$ cat config.mk
export PLATFORM = sky130hd
export DESIGN_NAME = led_row_scanner
export DESIGN_NICKNAME = d
export VERILOG_FILES = /design/src/rtl/led_row_scanner.sv
export SDC_FILE = /design/constraint.sdc
export NUM_CORES = 1
export LEC_CHECK = 0
export ABC_AREA = 1
export CAP_MARGIN = 40
export CORE_MARGIN = 2
export CORE_UTILIZATION = 45
export CTS_BUF_LIST = sky130_fd_sc_hd__clkbuf_16
export DETAILED_ROUTE_END_ITERATION = 10
export PLACE_DENSITY = 0.74
export SETUP_SLACK_MARGIN = 0.15
export SYNTH_ARGS = -nofsm -noshare
export SYNTH_HDL_FRONTEND = slang
export SYNTH_SLANG_ARGS = --single-unit
export TNS_END_PERCENT = 50
$ cat constraint.sdc
create_clock -name CLK -period 10.9 [get_ports CLK]
set_clock_uncertainty 0.2 [all_clocks]
set_input_delay 2.18 -clock CLK [delete_from_list [all_inputs] [get_ports CLK]]
set_output_delay 2.18 -clock CLK [all_outputs]
set_load 0.05 [all_outputs]
$ cat src/rtl/led_row_scanner.sv
// led_row_scanner
//   Drives a row-multiplexed LED matrix from a frame bitmap supplied by game
//   logic. A new frame is copied into a shadow buffer only in the single LOAD
//   cycle between scan frames, so the picture never tears mid-frame. Each row
//   is preceded by an all-off blanking gap to suppress ghosting.
//
//   Frame sequence: LOAD (1 cycle), then for every row a BLANK phase of
//   BLANK cycles followed by a DRIVE phase of DWELL cycles.
//   Frame period = ROWS*(BLANK+DWELL)+1 cycles.
//
//   All matrix outputs are registered from the next-state decode, so they
//   change on the same edge as the state with no extra lag cycle.

module led_row_scanner #(
    parameter int ROWS  = 16,    // number of matrix rows (>= 2)
    parameter int COLS  = 16,    // number of matrix columns (>= 1)
    parameter int DWELL = 2048,  // cycles each row is driven (>= 1)
    parameter int BLANK = 16     // all-off cycles before each row (>= 1)
) (
    input  logic                 CLK,
    input  logic                 RST,
    input  logic [ROWS*COLS-1:0] frame_in,
    input  logic                 frame_valid,
    output logic                 frame_ack,
    output logic                 frame_start,
    output logic [ROWS-1:0]      row_sel,
    output logic [COLS-1:0]      col_data
);

    // ------------------------------------------------------------------
    // Widths and terminal counts
    // ------------------------------------------------------------------
    localparam int CNT_MAX = (DWELL > BLANK) ? DWELL : BLANK;
    // A phase of one cycle would give $clog2 of 0; keep at least one bit.
    localparam int CNT_W   = (CNT_MAX > 1) ? $clog2(CNT_MAX) : 1;
    localparam int ROW_W   = $clog2(ROWS);

    localparam logic [CNT_W-1:0] BLANK_LAST = CNT_W'(BLANK - 1);
    localparam logic [CNT_W-1:0] DWELL_LAST = CNT_W'(DWELL - 1);
    localparam logic [ROW_W-1:0] ROW_LAST   = ROW_W'(ROWS - 1);

    typedef enum logic [1:0] {
        S_LOAD  = 2'd0,
        S_BLANK = 2'd1,
        S_DRIVE = 2'd2
    } state_t;

    // ------------------------------------------------------------------
    // State, counters, shadow buffer and registered outputs
    // ------------------------------------------------------------------
    state_t                 r_state;
    logic [ROW_W-1:0]       r_row;
    logic [CNT_W-1:0]       r_cnt;
    logic [ROWS*COLS-1:0]   r_shadow;
    logic [ROWS-1:0]        r_row_sel;
    logic [COLS-1:0]        r_col_data;
    logic                   r_frame_ack;
    logic                   r_frame_start;

    state_t                 w_state_nxt;
    logic [ROW_W-1:0]       w_row_nxt;
    logic [CNT_W-1:0]       w_cnt_nxt;
    logic                   w_capture;
    logic [ROWS-1:0]        w_row_sel_nxt;
    logic [COLS-1:0]        w_col_data_nxt;
    logic [COLS-1:0]        w_row_data [ROWS];

    // Slice the shadow buffer into per-row column words.
    for (genvar g = 0; g < ROWS; g++) begin : g_row_data
        assign w_row_data[g] = r_shadow[g*COLS +: COLS];
    end

    // A frame is taken only when game logic offers one during LOAD.
    assign w_capture = (r_state == S_LOAD) && frame_valid;

    // Next-state, next-row and cycle-counter decode.
    always_comb begin
        // NOTE: every signal driven here gets a default first, so no path
        // leaves one unassigned and no latch is inferred.
        w_state_nxt = r_state;
        w_row_nxt   = r_row;
        w_cnt_nxt   = r_cnt + CNT_W'(1);

        unique case (r_state)
            S_LOAD: begin
                w_state_nxt = S_BLANK;
                w_row_nxt   = '0;
                w_cnt_nxt   = '0;
            end
            S_BLANK: begin
                if (r_cnt == BLANK_LAST) begin
                    w_state_nxt = S_DRIVE;
                    w_cnt_nxt   = '0;
                end
            end
            S_DRIVE: begin
                if (r_cnt == DWELL_LAST) begin
                    w_cnt_nxt = '0;
                    if (r_row == ROW_LAST) begin
                        w_state_nxt = S_LOAD;
                        w_row_nxt   = '0;
                    end else begin
                        w_state_nxt = S_BLANK;
                        w_row_nxt   = r_row + ROW_W'(1);
                    end
                end
            end
            default: begin
                w_state_nxt = S_LOAD;
                w_row_nxt   = '0;
                w_cnt_nxt   = '0;
            end
        endcase
    end

    // Matrix drive decoded from the next state. DRIVE is never entered
    // directly from LOAD, so the shadow buffer is stable whenever a row
    // is about to be driven and the current copy can be used.
    always_comb begin
        w_row_sel_nxt  = '0;
        w_col_data_nxt = '0;
        if (w_state_nxt == S_DRIVE) begin
            w_row_sel_nxt  = ROWS'(1) << w_row_nxt;
            w_col_data_nxt = w_row_data[w_row_nxt];
        end
    end

    // Scan state register; reset parks the FSM in LOAD at row 0.
    always_ff @(posedge CLK or posedge RST) begin
        if (RST) begin
            r_state <= S_LOAD;
            r_row   <= '0;
            r_cnt   <= '0;
        end else begin
            // NOTE: sequential state uses non-blocking assignment so every
            // flop updates from the values present before the edge.
            r_state <= w_state_nxt;
            r_row   <= w_row_nxt;
            r_cnt   <= w_cnt_nxt;
        end
    end

    // Shadow buffer: loaded only on the edge that leaves a capturing LOAD.
    always_ff @(posedge CLK or posedge RST) begin
        if (RST) begin
            // NOTE: the shadow is a flop array rather than a RAM, so it can
            // be cleared here; the first frame after reset is dark.
            r_shadow <= '0;
        end else if (w_capture) begin
            r_shadow <= frame_in;
        end
    end

    // Registered matrix outputs and the frame-boundary pulses.
    always_ff @(posedge CLK or posedge RST) begin
        if (RST) begin
            r_row_sel     <= '0;
            r_col_data    <= '0;
            r_frame_ack   <= 1'b0;
            r_frame_start <= 1'b0;
        end else begin
            r_row_sel     <= w_row_sel_nxt;
            r_col_data    <= w_col_data_nxt;
            r_frame_ack   <= w_capture;
            r_frame_start <= (r_state == S_LOAD);
        end
    end

    assign row_sel     = r_row_sel;
    assign col_data    = r_col_data;
    assign frame_ack   = r_frame_ack;
    assign frame_start = r_frame_start;

endmodule

After elaboration in Yosys (flattened, before gate mapping)
Index checks and enable logic that the tools add are counted.

storage, ports and cells
  output and inout bits = 34
  register bits after elaboration = 307
  input port bits = 259

operators by class
  reductions and logical operators = 2
  order comparisons = 1
  bitwise gates (word level) = 1
  add/sub/neg operators = 2
  muxes and demuxes = 15
  shifts and indexed selects = 1
  equal/unequal tests = 6

operators with widths
  cell                   number
  $bmux 16 s4            1
  $mux 16                4
  $mux 11                2
  $pmux 11 s2            1
  $shl 1x4->16 const A   1
  $add 11x1->11 const B  1
  $eq 11x11->1 const B   1
  $eq 11x4->1 const B    1
  $mux 4                 2
  $pmux 4 s2             1
  $pmux 2 s3             1
  $ge 5x5->1 const B     1
  $not 4->5              1
  $add 4x1->4 const B    1
  $eq 2x2->1 const B     2
  $eq 4x4->1 const B     1
  $mux 2                 2
  $eq 2x1->1 const B     1
  $logic_not 2->1        1
  $logic_and 1x1->1      1
  $mux 1                 1

Longest topological paths before layout
Gate-level depths: netlist of run 1.

  depth in word-level cells = 9
  mapped depth = 17
  mapped depth without buffers = 15

Worst setup path after synthesis of run 1
OpenSTA, ideal clock, no wires.

  path kind = input port to flip-flop
  from = input port frame_valid
  to = register r_shadow[105]
  data required time = 10.617 ns
  library setup time = 0.083 ns
  slack = 7.489 ns
  data arrival time = 3.128 ns
  stages on the path = 6
  buffers on the path = 2
  path through = nand2_1 -> inv_2 -> clkbuf_1 -> clkbuf_1 -> nand2_1 -> o21ai_0

between the ends
  cells in the longest elaborated chain, start to end = 1

ends and longest elaborated chain
  item                  line  source
  from (decl)           23    input logic frame_valid,
  $logic_and 1x1->1     74    assign w_capture = (r_state == S_LOAD) && frame_valid;
  to (signal assigned)  150   r_shadow <= frame_in;
  to (decl)             54    logic [ROWS*COLS-1:0] r_shadow;

No other way between the ends.
A chain may end at the register's enable or synchronous reset.

Worst setup path in the final report of run 1
  from = input port frame_valid
  to = register r_shadow[193]

The elaborated chain is that of the path after synthesis.

==> summary.md, run 1 <==
The share of total power dissipated in sequential elements is 46.6%. The initialized floorplan defines 66 standard-cell rows. Once detail routing completed, the nets flagged for antenna violations numbered 0.

For the number of synthesis warnings, the log shows 0. By area the synthesized netlist is led by sky130_fd_sc_hd__dfrtp_1 (52%), sky130_fd_sc_hd__nand2_1 (20%), sky130_fd_sc_hd__o21ai_0 (6.9%). Net switching is 23.3% of the power.

For the peak supply drop, the log shows 0.0934 mV. Synthesis inferred 307 register bits. Dominant combinational cell family by area after synthesis: simple AND/OR/NAND/NOR gates. For hold timing, the worst endpoint is r_shadow[124]$_DFFE_PP0P_. Entering global routing, the biggest net connects 197 pins. The critical path class was in -> reg. The analysis attributes to cell leakage a power of 9.39 nW. The die covers 34100 um^2.

293 I/O pins were placed. Once the clock tree was built, the setup fixing pass inserted 0 buffers. The synthesized design spends more area on one cell type than any other, namely sky130_fd_sc_hd__dfrtp_1. The placed cell count was 2560; the slack of the worst reg-to-reg path was 6.49 ns. The count of cells along the worst register-to-register path was 17. The core region is 32400 um^2. The tools report the relative contribution of the clock network to total power as 43.6%. The tools report the number of different library cells in the post-synthesis netlist as 31. Static timing analysis puts the maximum clock frequency at 226 MHz.

The number of nets in the synthesized netlist is 2187. Launch point of the worst hold path: r_shadow[124]$_DFFE_PP0P_. The sequential element share of the synthesized area is 52.3%.

The logs give 3 for the worst-case clock buffer depth and 34 for the total clock buffers created by CTS. Of the cells placed in the final design, the portion with a size suffix greater than 1 is 3.72%. The via count of the first global-routing pass was 12800. The count of buffers added on input and output ports is 292. The number of buffers inserted by hold repair at cts is 0. Setup repair after global routing left no endpoint under its margin. In this run the tightest slew margin relative to its limit is 21.8%. Number of cells produced by synthesis: 1922. Endpoint of the worst register-to-register path: col_data[3]$_DFF_PP0_. In this run, the number of DRC markers left after iteration 0 of detailed routing was 1294. The clock sink count is 307, and the number of diodes is 0. In this run the mean area of a mapped cell was 7.65 um^2. In the synthesized netlist the dominant register cell turns out to be sky130_fd_sc_hd__dfrtp_1.

The chip height works out to 185 um. Post-CTS repair changed the size of 0 cells. The number of flops mapped to enable cells by yosys was 0. The minimum clock period after layout is 4.42 ns, and the data required time of the worst path is 11.12 ns. The tool flagged a number of max-cap violations equal to 0. The number of filler instances in the final layout came out at 2899. Count of endpoints failing hold in the final timing report: 0.

Final weighted congestion of routability-driven global placement: 0.814. Combinational logic is responsible for 9.7% of the overall power. The footprint of the flip-flops and latches was 7680 um^2. After layout, the worst path uses 40.6% of the clock period.

For this configuration, the core starts out at a cell density of 45.4%. The worst setup path is launched from a primary input. The internal portion of the total power is 2.01 mW. The total area of multi-input combinational cells was 5740 um^2.

Data on the critical path arrives at its endpoint at 4.64 ns. After detailed routing, the average wire length per cell comes to 16.9 um. In the routed design, unresolved DRC markers number 0. The clock tree synthesis step divided the H-tree into 2 levels. Classification of the worst-slack hold path: reg -> reg. The synthesized design devotes to its leading area cell type 52.3% of total area. Excluding fillers, the count of instances in the completed layout stands at 2619. The slew at the pin closest to its max-slew limit was 1.17 ns; the number of antenna violations at the first check in global routing was 2.

Maximum fanout along the worst path: 164. Setup violations remaining at the end of the flow were counted as 0. The run gives 69.1 mm as the wire length of the first global-routing pass. For this run the aggregate overflow at the end of global routing stands at 0. The detailed-routing iteration count for the pre-antenna-repair pass came out at 5.

The net count reported at finish came out at 2419. The flow ran to the end, and the final reports show no timing, DRC or antenna violations. Summing the areas of all compound-gate instances in the mapped netlist gives 7.54% of the synthesized area. After clock tree synthesis, the clock-pin slew on the worst setup and hold paths is 0.06 ns. The final route contains 13300 vias.

The total length of routed wires was 44.4 mm. The startpoint identified for the worst register-to-register timing path is r_cnt[0]$_DFF_PP0_. The share of async-settable or async-resettable flops after synthesis came out at 100%. TritonCTS built the clock tree. The number of stages on the worst hold path was 2; the area of the mapped netlist was 14700 um^2.

In this run the horizontal extent of the chip is 185 um. The power density over cell area came out at 137 nW/um^2. The root buffer cell chosen for the clock tree is sky130_fd_sc_hd__clkbuf_16. For the sum of negative setup slack, the log shows 0 ns. The synthesized netlist devotes 30.5% of its cell area to simple gates. The total half-perimeter wirelength after legalization and detailed placement is 30.1 mm, and the multiplexer share of the synthesized area is 0%.

Dividing the detail-routed via count by the number of cells gives 5.06. The fraction of the mapped netlist area in adder cells was 0.511%. The nature of the critical path endpoint is a flip-flop. The later pin in the worst-skew pair is clocked with a latency of 0.51 ns.

The tools report the number of pins with negative max-slew slack in the final report as 0. From synthesis to final layout, the design area changed by 29.8%. The share of the synthesized netlist area taken by xor and xnor gates was 0.238%. The switching power is 0.609 mW, and the overall track demand over capacity in global routing is 26.1%.
power groups by stage:
stage / logic [mW] / clock network (mW) / registers (mW)
floorplan: 0.0985 / 0 / 1.25
global placement: 0.250 / 0 / 1.24
detailed placement: 0.255 / 0 / 1.24
CTS: 0.257 / 1.16 / 1.22
global route: 0.282 / 1.21 / 1.23
finish: 0.255 / 1.14 / 1.22
state kept, by name, indices dropped and copies added, names as in the netlist:
| signal | count |
|---|---|
| r_shadow | 256 |
| col_data | 16 |
| r_cnt | 11 |
| frame_start | 1 |
| r_state | 2 |
| frame_ack | 1 |
| row_sel | 16 |
| r_row | 4 |
cell families (layout without fill, tap and decap cells):
family | after synthesis | after routing
flops | 307 | 307
compound gates | 219 | 219
simple gates | 1070 | 1070
xor+xnor | 4 | 4
buf+inv | 316 | 571
fa+ha+maj | 6 | 6
stage by stage:
step                      instance area [um^2]  power, mW  hold slack (ns)  util (%)  worst slack, ns
final                                    19100       2.62            0.271      58.9             6.48
after detailed placement                 18000       1.50            0.256      55.5             5.97
after global routing                     19100       2.72            0.287      58.9             6.24
after floorplan                          14700       1.35            0.233         -             4.44
after CTS                                19100       2.64            0.269      58.9             6.50
after global placement                   17800       1.49            0.247      54.8             5.28
worst max-delay path: stages:
cell and delay [ns]:
sky130_fd_sc_hd__clkdlybuf4s50_1 0.51, sky130_fd_sc_hd__nand2_4 0.20, sky130_fd_sc_hd__inv_8 0.25, sky130_fd_sc_hd__buf_16 0.41
sky130_fd_sc_hd__buf_4 0.54, sky130_fd_sc_hd__buf_12 0.32, sky130_fd_sc_hd__nand2_1 0.09, sky130_fd_sc_hd__o21ai_0 0.09
layout by cell type, fill, tap and decap left out, drive strengths merged, types with 2 or more instances in the layout:
cell type	Yosys	routed
xor2	3	3
nand3b	48	48
nand4	2	2
nor2	74	74
ha	6	6
a21oi	5	5
nand3	157	157
buf	44	19
nor3	14	14
inv	201	209
dfrtp	307	307
bufinv	0	3
clkinvlp	0	3
nand2	772	772
clkbuf	71	37
o21ai	210	210
nor4	2	2
clkinv	0	8
clkdlybuf4s50	0	292
routing by layer:
metal / up-vias / wire length, um / global-route usage [%]
li1: 6420 / - / -
met1: 6275 / 19300 / 35.8
met2: 473 / 21000 / 42.7
met3: 86 / 2730 / 3.58
met4: 4 / 1340 / 8.79
met5: - / 23 / 0
worst max path at each step:
stage | cells after the start | start | slack, ns | endpoint
final | 8 | frame_valid | 6.48 | r_shadow[193]$_DFFE_PP0P_
after global routing | 8 | frame_valid | 6.24 | r_shadow[193]$_DFFE_PP0P_
after CTS | 8 | frame_valid | 6.50 | r_shadow[193]$_DFFE_PP0P_
after detailed placement | 7 | frame_valid | 5.97 | r_shadow[191]$_DFFE_PP0P_
after global placement | 5 | frame_valid | 5.28 | r_shadow[162]$_DFFE_PP0P_
after floorplan | 1 | RST | 4.44 | col_data[0]$_DFF_PP0_
layout make-up:
type / instances / share of cell area (%)
clock buffers: 37 / 4.85
clock inverters: 22 / 0.892
inverters: 201 / 4.01
multi-input cells: 1299 / 30.1
flip-flops and latches: 307 / 40.3
well taps: 442 / 2.90
repair buffers: 311 / 17.0
Yosys cell counts, types with 7 or more instances:
library cell,n
sky130_fd_sc_hd__buf_6,11
sky130_fd_sc_hd__buf_1,12
sky130_fd_sc_hd__nand3b_1,48
sky130_fd_sc_hd__nor3_1,14
sky130_fd_sc_hd__o21ai_0,203
sky130_fd_sc_hd__o21ai_1,7
sky130_fd_sc_hd__clkbuf_1,71
sky130_fd_sc_hd__nor2_1,71
sky130_fd_sc_hd__buf_2,16
sky130_fd_sc_hd__nand3_1,155
sky130_fd_sc_hd__inv_1,198
sky130_fd_sc_hd__nand2_1,767
sky130_fd_sc_hd__dfrtp_1,307
Note: power is estimated with default switching activity, not from simulation.
==> run 2: changes to the inputs <==
PLACE_DENSITY = 0.71   (was 0.74)
clock period = 4.5 ns   (was 10.9 ns; I/O delays follow)
==> run 2 against run 1 <==
- utilization fell by 0.47 points
- global-route usage rose by 0.70 points
- sequential power rose by 140%
- critical endpoint is now col_data[3]$_DFF_PP0_
- hold slack got worse by 0.0078 ns
- final cell count fell by 0.34%
- setup slack got worse by 5.6 ns
==> summary.md, run 2 (synthesis gave the netlist of run 1 again) <==
Setup repair after global routing left no endpoint under its margin. Startpoint of the most critical register-to-register path: r_cnt[0]$_DFF_PP0_. The port buffer count is 292 (unchanged), and the area inside the core boundary is 32400 um^2 (unchanged). The run gives 0.925 (+14%) as the final weighted congestion of routability-driven global placement.

The register bank with the most flops is r_shadow. The overflow left after global routing is 0 (unchanged), and the total clock buffers created by CTS is 35 (+2.9%). The number of cells in the finished layout apart from fillers is 2610 (-0.34%), and the number of filler instances in the final layout is 2926 (+0.93%). For the number of antenna violations at the first check in global routing, the log shows 1 (-1).

The critical path class is reg -> reg. The cell with the biggest individual delay on the critical path was sky130_fd_sc_hd__inv_2. TritonCTS built the clock tree. In this run the clock root is driven by a sky130_fd_sc_hd__clkbuf_16. From synthesis to final layout, the design area changed by 28.7%.

The run gives 144 (-27%) as the largest net degree at the start of global routing. The final hold slack is 0.263 ns (-0.00782 ns), and the clock sink count is 307 (unchanged). The clock-pin slew on the worst setup and hold paths was 0.06 ns (about the same). STA classifies the critical path endpoint as a flip-flop.

For the post-place setup slack, the log shows 1.02 ns (-4.94 ns). For the max-slew headroom at the worst pin, the log shows 38.7% (+17 points). The end-of-flow core utilization came out at 58.4% (-0.47 points). For the total I/O pin count, the log shows 293 (unchanged). The number of cell rows came out at 66 (unchanged).

The worst-case clock buffer depth came out at 3 (unchanged). Number of flip-flops under the largest register name: 256 (unchanged). The delay of the slowest cell on the worst path is 0.73 ns (+0.19 ns), and the count of endpoints failing hold in the final timing report is 0 (unchanged).

The total half-perimeter wirelength after legalization and detailed placement is 31.7 mm (+5.1%). The footprint of the flip-flops and latches was 7680 um^2 (unchanged). The number of stages on the worst hold path is 1 (-1), and the leakage power of the design is 9.30 nW (-0.88%).

The final worst-path setup slack came out at 0.903 ns (-5.58 ns). The kind of start point of the critical path was a flip-flop. The via count of the first global-routing pass is 13200 (+2.5%), and the remaining routing DRC violations is 0 (unchanged). The count of cells along the worst register-to-register path works out to 14 (-3). The number of buffers added for setup after CTS came out at 0 (unchanged). The peak supply drop came out at 0.197 mV (+110%). Slew at the pin closest to its max-slew limit: 0.919 ns (-0.254 ns). Traced cell by cell, the critical path runs through ha_1 -> nand2_1 -> nor2_1 -> nand3_2 -> inv_1 -> nand3_1 -> nand2_2 -> nand2_4 -> inv_2 -> nand2_1 -> nand3_1 -> nand3_1 -> nand2_1 -> nor2_1. The power density over cell area came out at 328 nW/um^2 (+140%). The starting DRC count in detailed routing is 1263 (-2.4%).

The share of post-route cells with drive strength above 1 is 3.60% (-0.12 points), and the fmax is 278 MHz. Launch point of the worst hold path: r_cnt[0]$_DFF_PP0_. The logs give 45.3 mm (+2.1%) for the total length of routed wires and 26.8% (+0.70 points) for the overall track demand over capacity in global routing. The tools report the die outline area as 34100 um^2 (unchanged).

For the slack of the worst reg-to-reg path, the log shows 0.90 ns (-5.59 ns). The total area of multi-input combinational cells was 5740 um^2 (unchanged). In the layout the commonest cells are sky130_fd_sc_hd__nand2_1 (765), sky130_fd_sc_hd__dfrtp_1 (307), sky130_fd_sc_hd__clkdlybuf4s50_1 (292), sky130_fd_sc_hd__o21ai_0 (203), sky130_fd_sc_hd__inv_1 (201). The width of the die was 185 um (unchanged); the count of H-tree levels built during CTS was 2 (unchanged). The tools report the worst min-delay path endpoint as r_cnt[0]$_DFF_PP0_. The clock latency reported for the late side of the worst-skew pair came out at 0.51 ns (about the same).

The classification of the worst-slack hold path is reg -> reg. The tools report the initial standard-cell utilization of the core as 45.4% (unchanged). The number of buffers inserted by hold repair at cts is 0 (unchanged), and the final clock period utilization by the worst path is 79.9%. For the number of cells upsized or downsized after cts, the log shows 0 (unchanged). The run gives 3.79 ns (-0.85 ns) as the arrival time at the worst endpoint. The logs give 70.8 mm (+2.5%) for the wire length of the first global-routing pass and 4.70 ns (-6.42 ns) for the data required time of the worst path. The flow ran to the end, and the final reports show no timing, DRC or antenna violations. Per-cell via count in the routed design: 5.10 (+0.73%). The minimum clock period after layout was 3.60 ns.

The max-capacitance violation count was 0 (unchanged). The run gives 0 (unchanged) as the number of nets still failing antenna checks after routing. The detailed-route via count is 13300 (+0.38%), and the setup violation total in the final timing report is 0 (unchanged).

The run gives 5 (unchanged) as the detailed-routing iteration count for the pre-antenna-repair pass. The tools report the endpoint of the worst register-to-register path as col_data[3]$_DFF_PP0_. The run gives 0 (unchanged) as the number of pins with negative max-slew slack in the final report. The run gives 2417 (-0.083%) as the net count reported at finish. The chip height was 185 um (unchanged); the maximum fanout along the worst path was 49 (-70%). Leaving out fill and tap cells, the most frequent cell in the layout is sky130_fd_sc_hd__nand2_1. The mean routed wirelength per cell was 17.4 um (+2.5%); the cell area after layout was 18900 um^2 (-0.80%). For the placed cell count, the log shows 2557 (-0.12%). For the post-place instance area, the log shows 17900 um^2 (-0.45%).
## run 2: changes by cell type in the layout (fill, tap and decap cells not counted), sizes merged
cell,change
bufinv,-2
clkinvlp,-1
buf,-3
inv,-4
diode,+1
## run 2: metal layers
layer | global-route usage [%] | vias to the layer above | share of wire [%]
li1 | - | 6413 | -
met1 | 36.1 | 6244 | 43
met2 | 42.8 | 555 | 46
met3 | 4.43 | 97 | 6.9
met4 | 11.5 | 0 | 4.2
met5 | 0 | - | 0
## run 2: through the flow
| stage | TNS (ns) | power, mW |
|---|---|---|
| global route | 0 | 6.44 |
| finish | 0 | 6.21 |
| floorplan | -210.28 | 3.26 |
| detailed placement | 0 | 3.64 |
| CTS | 0 | 6.24 |
| global placement | 0 | 3.63 |
## run 2: worst max-delay path by stage
| stage | from | end | slack, ns | depth (start not counted) |
|---|---|---|---|---|
| final | r_cnt[0]$_DFF_PP0_ | col_data[3]$_DFF_PP0_ | 0.90 | 14 |
| after CTS | r_cnt[0]$_DFF_PP0_ | col_data[3]$_DFF_PP0_ | 1.01 | 14 |
| after global placement | r_cnt[0]$_DFF_PP0_ | col_data[8]$_DFF_PP0_ | 1.16 | 14 |
| after floorplan | RST | col_data[0]$_DFF_PP0_ | -0.68 | 1 |
| after detailed placement | r_cnt[0]$_DFF_PP0_ | col_data[3]$_DFF_PP0_ | 1.02 | 14 |
| after global routing | r_cnt[0]$_DFF_PP0_ | col_data[3]$_DFF_PP0_ | 0.65 | 14 |
## run 2: power by group
group / leakage [nW] / internal (mW) / total (mW) / switching (mW)
clock network: 0.519 / 1.52 / 2.61 / 1.09
logic: 5.17 / 0.317 / 0.631 / 0.313
registers: 3.61 / 2.91 / 2.96 / 0.0577
## run 2: final cells by class
cell class	instances	area share, %
tap	442	2.92
antenna	1	0.0132
sequential	307	40.6
multi-input combinational	1299	30.3
clock buffer	37	4.89
timing repair buffer	308	16.7
clock inverter	15	0.503
inverter	201	4.05
## run 2: critical path, delay by kind of cell (launching register included)
kind / cells / cell delay, ns
and+or+nand+nor: 11 / 1.83
buffers and inverters: 2 / 0.86
DFF: 1 / 0.37
adders and majority gates: 1 / 0.20
